File: src/rtl/dmem_arb_pkg.sv
// Shared types and constants for the data-memory arbiter.
// Optional build macro used by the arbiter: DMEM_ARB_CORE_PRIO_EN.
package dmem_arb_pkg;

  typedef enum logic [1:0] {
    IDLE,
    ACCESS,
    RMW_WR
  } state_t;

  typedef enum logic {
    REQ_CORE,
    REQ_DBG
  } req_id_t;

  localparam logic [3:0] BE_FULL = 4'hF;
  localparam logic [3:0] BE_NONE = 4'h0;

endpackage

File: src/rtl/dmem_byte_merge.sv
// Combinational lane merge: each enabled byte lane takes the new word,
// the others keep the old word.
module dmem_byte_merge #(
  parameter int DW = 32
) (
  input  logic [DW-1:0]   old_word,
  input  logic [DW-1:0]   new_word,
  input  logic [DW/8-1:0] be,
  output logic [DW-1:0]   merged
);

  always_comb begin
    merged = old_word;
    for (int unsigned i = 0; i < DW / 8; i++) begin
      if (be[i]) merged[8*i +: 8] = new_word[8*i +: 8];
    end
  end

endmodule

File: src/rtl/dmem_arbiter.sv
// Two-port (core / debug) arbiter in front of a word-wide data memory with
// async read and sync word write; sub-word stores use read-modify-write.
// Define DMEM_ARB_CORE_PRIO_EN for fixed core priority instead of round-robin.
module dmem_arbiter
  import dmem_arb_pkg::*;
#(
  parameter int AW = 32,
  parameter int DW = 32
) (
  input  logic          clk,
  input  logic          rst_n,
  input  logic          c_req,
  input  logic          c_we,
  input  logic [AW-1:0] c_addr,
  input  logic [DW-1:0] c_wdata,
  input  logic [3:0]    c_be,
  output logic          c_gnt,
  output logic          c_rvalid,
  output logic [DW-1:0] c_rdata,
  input  logic          d_req,
  input  logic          d_we,
  input  logic [AW-1:0] d_addr,
  input  logic [DW-1:0] d_wdata,
  input  logic [3:0]    d_be,
  output logic          d_gnt,
  output logic          d_rvalid,
  output logic [DW-1:0] d_rdata,
  output logic          mem_we,
  output logic [AW-1:0] mem_addr,
  output logic [DW-1:0] mem_wdata,
  input  logic [DW-1:0] mem_rdata,
  output logic          busy
);

  state_t        state;
  req_id_t       lat_id;
  req_id_t       grant_id;
  logic          grant_any;
  logic          lat_we;
  logic [AW-1:0] lat_addr;
  logic [DW-1:0] lat_wdata;
  logic [3:0]    lat_be;
  logic [DW-1:0] merge_q;
  logic [DW-1:0] merged;
`ifndef DMEM_ARB_CORE_PRIO_EN
  req_id_t       last_grant;
`endif

  always_comb begin
    grant_id = REQ_CORE;
`ifdef DMEM_ARB_CORE_PRIO_EN
    if (!c_req) grant_id = REQ_DBG;
`else
    if (c_req && d_req) grant_id = (last_grant == REQ_DBG) ? REQ_CORE : REQ_DBG;
    else if (!c_req)    grant_id = REQ_DBG;
`endif
  end

  // Grant is gated by rst_n so every output reads 0 while reset is held.
  assign grant_any = rst_n && (state == IDLE) && (c_req || d_req);
  assign c_gnt     = grant_any && (grant_id == REQ_CORE);
  assign d_gnt     = grant_any && (grant_id == REQ_DBG);
  assign busy      = (state != IDLE);

  dmem_byte_merge #(.DW(DW)) u_merge (
    .old_word (mem_rdata),
    .new_word (lat_wdata),
    .be       (lat_be),
    .merged   (merged)
  );

  always_comb begin
    mem_we    = 1'b0;
    mem_addr  = '0;
    mem_wdata = '0;
    unique case (state)
      ACCESS: begin
        mem_addr = lat_addr;
        if (lat_we && lat_be == BE_FULL) begin
          mem_we    = 1'b1;
          mem_wdata = lat_wdata;
        end
      end
      RMW_WR: begin
        mem_addr  = lat_addr;
        mem_we    = 1'b1;
        mem_wdata = merge_q;
      end
      default: ;
    endcase
  end

  always_ff @(posedge clk or negedge rst_n) begin
    if (!rst_n) begin
      state      <= IDLE;
      lat_id     <= REQ_CORE;
      lat_we     <= 1'b0;
      lat_addr   <= '0;
      lat_wdata  <= '0;
      lat_be     <= '0;
      merge_q    <= '0;
      c_rvalid   <= 1'b0;
      d_rvalid   <= 1'b0;
      c_rdata    <= '0;
      d_rdata    <= '0;
`ifndef DMEM_ARB_CORE_PRIO_EN
      last_grant <= REQ_DBG;
`endif
    end else begin
      c_rvalid <= 1'b0;
      d_rvalid <= 1'b0;
      unique case (state)
        IDLE: begin
          if (grant_any) begin
            lat_id <= grant_id;
            if (grant_id == REQ_CORE) begin
              lat_we    <= c_we;
              lat_addr  <= c_addr & ~AW'(3);
              lat_wdata <= c_wdata;
              lat_be    <= c_be;
            end else begin
              lat_we    <= d_we;
              lat_addr  <= d_addr & ~AW'(3);
              lat_wdata <= d_wdata;
              lat_be    <= d_be;
            end
`ifndef DMEM_ARB_CORE_PRIO_EN
            last_grant <= grant_id;
`endif
            state <= ACCESS;
          end
        end
        ACCESS: begin
          if (lat_we && lat_be != BE_FULL && lat_be != BE_NONE) begin
            merge_q <= merged;
            state   <= RMW_WR;
          end else begin
            if (!lat_we) begin
              if (lat_id == REQ_CORE) c_rdata <= mem_rdata;
              else                    d_rdata <= mem_rdata;
            end
            c_rvalid <= (lat_id == REQ_CORE);
            d_rvalid <= (lat_id == REQ_DBG);
            state    <= IDLE;
          end
        end
        RMW_WR: begin
          c_rvalid <= (lat_id == REQ_CORE);
          d_rvalid <= (lat_id == REQ_DBG);
          state    <= IDLE;
        end
        default: state <= IDLE;
      endcase
    end
  end

endmodule

File: config.mk
export PLATFORM = sky130hd
export DESIGN_NAME = dmem_arbiter
export DESIGN_NICKNAME = d
export VERILOG_FILES = /design/src/rtl/dmem_arb_pkg.sv /design/src/rtl/dmem_byte_merge.sv /design/src/rtl/dmem_arbiter.sv
export SDC_FILE = /design/constraint.sdc
export NUM_CORES = 1
export LEC_CHECK = 0
export BUFFER_PORTS_ARGS = -buffer_cell sky130_fd_sc_hd__buf_2
export CORE_MARGIN = 1
export CORE_UTILIZATION = 40
export DETAILED_ROUTE_END_ITERATION = 6
export MAX_ROUTING_LAYER = met4
export PLACE_DENSITY = 0.8
export SETUP_SLACK_MARGIN = 0.15
export SLEW_MARGIN = 25
export SYNTH_ARGS = -nofsm -noshare
export SYNTH_HDL_FRONTEND = slang
export SYNTH_SLANG_ARGS = --single-unit
File: constraint.sdc
create_clock -name clk -period 2.1 [get_ports clk]
set_input_delay 0 -clock clk [delete_from_list [all_inputs] [get_ports clk]]
set_output_delay 0 -clock clk [all_outputs]
set_load 0.01 [all_outputs]
; After elaboration in Yosys (flattened, before gate mapping)
; Index checks and enable logic that the tools add are counted.
[word_totals]
word_cells = 61
ff_bits = 171
output_inout_bits = 134
[classes]
bitwise_logic = 4
reduce_logical = 17
eq_ne = 5
muxes = 23
[op_table]
columns = cell, count
row1 = 32-bit 2-to-1 mux, 4
row2 = 32-bit case mux with 2 select lines, 1
row3 = 8-bit 2-to-1 mux, 4
row4 = 1-bit logical AND, 8
row5 = 4-bit AND reduction, 2
row6 = 1-bit 2-to-1 mux, 7
row7 = 1-bit case mux with 2 select lines, 3
row8 = 4-bit equality test (second input constant), 1
row9 = 2-bit 2-to-1 mux, 2
row10 = 4-bit 2-to-1 mux, 1
row11 = 4-bit != test (second input constant), 1
row12 = 1-bit inverter, 4
row13 = 2-bit case mux with 2 select lines, 1
row14 = 2-bit AND reduction, 2
row15 = 4-bit nonzero test, 1
row16 = 2-bit by 1-bit equality test with 1-bit output (second input constant), 1
row17 = 2-bit equality test (second input constant), 1
row18 = 2-bit logical NOT, 1
row19 = 2-bit != test (second input constant), 1
row20 = 2-bit nonzero test, 1
row21 = 2-bit OR reduction, 1
row22 = 1-bit logical OR, 1

; Depth between registers and ports, before layout
[logic_depth]
ltp_word = 5
depth_mapped = 7
ltp_nobuf = 5

; Cells and area by module
; Synthesis repeated with hierarchy kept, for this count alone.
[hier_totals]
cells_unflattened = 614
area_unflattened_um2 = 8181.6
[by_module_without_submodules]
columns = module, seq_area_each_um2, area_per_inst_um2, n_inst, cells_each
row1 = dmem_arbiter, 4230.3, 7656.1, 1, 578
row2 = dmem_byte_merge, 0.0, 525.5, 1, 36

; Worst setup path after synthesis
; No wires, ideal clock.
[synth_timing]
path_type = register to register
start = register state[1]
end = register merge_q[10]
path_buffers = 2
period_less_slack_ps = 1849
slack_ps = 251
stages_incl_launch_ff = 8
required_ps = 1975
t_arrival_ps = 1724
path_cell_list = dfrtp_1 -> inv_1 -> ha_1 -> and2_1 -> buf_2 -> nor3b_4 -> buf_6 -> mux2_2
[synth_between]
elab_chain_len = 2
[synth_rtl]
columns = element, line
row1 = "start, declared", dmem_arbiter.sv:35  ; state_t state;
row2 = "start signal, assigned", dmem_arbiter.sv:95  ; state <= IDLE;
row3 = "start signal, assigned", dmem_arbiter.sv:130  ; state <= ACCESS;
row4 = "start signal, assigned", dmem_arbiter.sv:136  ; state <= RMW_WR;
row5 = 2-bit by 1-bit equality test with 1-bit output, dmem_arbiter.sv:112  ; unique case (state)
row6 = 2-bit AND reduction (no source line), n/a
row7 = "end signal, assigned", dmem_arbiter.sv:135  ; merge_q <= merged;
row8 = "end, declared", dmem_arbiter.sv:43  ; logic [DW-1:0] merge_q;
; Every way passes these cells.
; A chain may end at the register's enable or synchronous reset.

; Final worst setup path
[layout_timing]
start = register lat_be[0]
end = output mem_wdata[3]
[layout_between]
elab_chain_len = 4
[layout_rtl]
columns = element, line
row1 = "start, declared", dmem_arbiter.sv:42  ; logic [3:0] lat_be;
row2 = "start signal, assigned", dmem_arbiter.sv:100  ; lat_be <= '0;
row3 = "start signal, assigned", dmem_arbiter.sv:120  ; lat_be <= c_be;
row4 = "start signal, assigned", dmem_arbiter.sv:125  ; lat_be <= d_be;
row5 = 4-bit equality test, dmem_arbiter.sv:79  ; if (lat_we && lat_be == BE_FULL) begin
row6 = 1-bit logical AND, dmem_arbiter.sv:79
row7 = 32-bit 2-to-1 mux, dmem_arbiter.sv:79
row8 = 32-bit case mux with 2 select lines, dmem_arbiter.sv:76  ; unique case (state)
row9 = "end, declared", dmem_arbiter.sv:30  ; output logic [DW-1:0] mem_wdata,
; Every way passes these cells.

==> reports/results.ini <==
[run_status]
status = completed

[worst_setup_path]
critPathArrivalTime_ps = 1930
crit_family = simple AND/OR/NAND/NOR gates
cpMaxStageDelayCell = dfrtp_1
crit_path_max_fanout = 34
critPathKind = flop to output port
start_kind = flop
path_buf_inv = 2
end_kind = output port
crit_required_ps = 2100
crit_chain = and4_2, buf_12, a32oi_1, nor2b_1, buf_2
max_stage_delay_ps = 430

[worst_hold_path]
min_path_type = input port to async pin

[die]
io_pins = 308
core_mm2 = 0.0195
die-width_um = 143
start_util_pct = 40.8
die-area_mm2 = 0.0204
die_height_um = 143
rows = 51

[sta]
tns_ps = 0
finalSetupViolCount = 0
max_freq_ghz = 0.519
slew_headroom_pct = 55.5
post-route-period-util_pct = 91.7
rsz0062_at_grt = yes
maxSlewViolCount = 0
hold_slack_ps = 130
hold_viol = 0
clock_skew_ps = 11.0
fin_crit_ps = 1930
tightest_slew_ps = 667

[layout]
regArea_mm2 = 0.00423
drive_gt1_share_pct = 46.0
syn_to_final_growth_pct = 55.1
fin_nets = 1256
multi_input_area_mm2 = 0.00351
fill_cells = 1396
insertedDiodeCount = 0
stdcell_area_mm2 = 0.0123

[global_route]
grt_max_degree = 162
grt.overflow.total = 0
grt_antenna_before_repair = 0
grtUsageTotal_pct = 27.7
grt_pass1_vias = 7703
grt_pass1_wl_um = 41400

[logic_synthesis]
ys_ff_latch = 169
synth.avg_cell_area_um2 = 12.9
yosysMostFrequentCell = dfrtp_1
synthArstFlopShare_pct = 100
yosys-top-cells-area = dfrtp_1 53%, mux2_2 18%, a221o_1 8.4%
yosysTopAreaCell = dfrtp_1
yosysSeqAreaShare_pct = 53.2
synthDominantCellAreaShare_pct = 52.9
synth_cell_types = 28
dominantRegCellSynth = dfrtp_1
synth_warnings = 0
netlist_top_cells_count = 168 x dfrtp_1, 124 x mux2_2, 91 x and2_1
netlist_instances = 614
netlist_area_mm2 = 0.00795
synth_edf_count = 0

[cts]
worst_setup_hold_path_clk_slew_ps = 70
cts-root-buf = clkbuf_16
cts_tree = done
clkSinkCount = 169
htreeDepth = 4
worstSkewPairLatency_ps = 420
clock_path_buffers = 2
cts_buffers = 17

[detailed_routing]
drtPass1Iterations = 5
drt-initial-drc-count = 376
route.detailed.drc = 0
num_vias = 7279
routed_wl_um = 27500
wire_per_inst_um = 20.3
antenna_left = 0
routed_via_density = 5.37

[power_and_ir_drop]
ir_drop_mv = 0.629
cellLeakagePower_uw = 0.00571
p_total_uw = 17200
p_per_area_mw_per_mm2 = 1390

[placement]
io_buffers = 301
dpl_cell_area_mm2 = 0.00982
dp_hpwl_um = 15100
place_congestion = 0.764

[run]
cap_violations = 0

==> report_power, final <==
part / internal, uW / total [uW] / switching (uW)
logic: 4270 / 8020 / 3750
registers: 4900 / 5840 / 940
clock network: 1940 / 3340 / 1400
total: 11100 / 17200 / 6090
==> path summary, 6_finish.rpt <==
kind / start / endpoint / slack [ps] / cells after the start
max: lat_be[0] / mem_wdata[3] / 170 / 5
max reg2reg: state[1] / merge_q[8] / 270 / 6
min: rst_n / last_grant / 130 / 2
min in group clk: c_req / last_grant / 160 / 4
max in group asynchronous: rst_n / merge_q[29] / 1040 / 4
min reg2reg: merge_q[21] / merge_q[21] / 490 / 1
==> per-stage QoR <==
step / instances / setup WS, ps / util [%]
after global routing: 1356 / 119 / 63.3
after CTS: 1352 / 123 / 62.9
final: 1356 / 173 / 63.3
after global placement: 1147 / 284 / 50.5
after floorplan: 615 / 251 / -
after detailed placement: 1147 / 227 / 50.5
==> cells in the final DEF (no fill, tap or decap), types with 2 or more instances in the layout <==
master         Yosys  layout
a221o_1           67      67
nor2b_1           33      33
nor3b_4            1       2
dlygate4sd3_1      0     168
and2_1            91      90
buf_12             0       9
buf_4              3      16
clkbuf_16          0      18
a21oi_1            5       3
inv_6              0       4
a21o_1             2       2
dfrtp_1          168     167
and2_0             7       7
clkinv_4           0       3
nand3_1            3       2
inv_2              0       2
clkinvlp_4         0       2
a32oi_1           32      32
bufinv_16          0       3
conb_1             1       2
mux2_1             6       6
buf_16             0       2
nand2_1            2       2
inv_1              6       4
ha_4               0       3
buf_2             16     300
a21oi_4            0       2
buf_6              3       3
mux2_2           124     124
==> routing by layer <==
layer | track usage [%] | share of wire, % | up-vias
met3 | 4.86 | 6.3 | 89
met2 | 45.3 | 50 | 399
met1 | 32.1 | 40 | 3585
li1 | - | - | 3206
met5 | - | 0 | -
met4 | 15.9 | 3.9 | 0
==> worst reg2reg max path, delay by kind of cell (launching register included) <==
family	cells	cell delay [ps]
adder cells (fa/ha/maj)	1	160
buffers and inverters	2	330
flip-flops	1	390
multiplexers	1	370
AND/OR/NAND/NOR	2	470
==> cell families after synthesis <==
group	synth area share [%]
other cells	0.0472
simple gates	11.4
mux	18.4
fa+ha+maj	0.630
compound gates	12.7
flops	53.2
buf+inv	3.56
==> sequential cells by signal, summed over array words and instances, names as in the netlist <==
name / cells
c_rdata: 32
c_rvalid: 1
d_rdata: 32
d_rvalid: 1
last_grant: 1
lat_addr: 30
lat_be: 4
lat_id: 1
lat_wdata: 32
lat_we: 1
merge_q: 32
state: 2
==> cell type report <==
cell class	count	area share, %
flip-flops and latches	169	34.3
repair buffers	499	29.2
multi-input cells	385	28.5
clock buffers	18	3.56
well taps	265	2.69
clock inverters	14	1.52
inverters	6	0.183
==> what timing repair did <==
item / in CTS / in global routing
cloned: 1 / 1
resized for setup: 10 / 7
setup buffers: 4 / 2
endpoints found under the hold margin: 329 / 0
endpoints found under the setup margin: 63 / 67
pin swaps: 1 / 1
hold buffers: 168 / 0
Note: power is estimated with default switching activity, not from simulation.
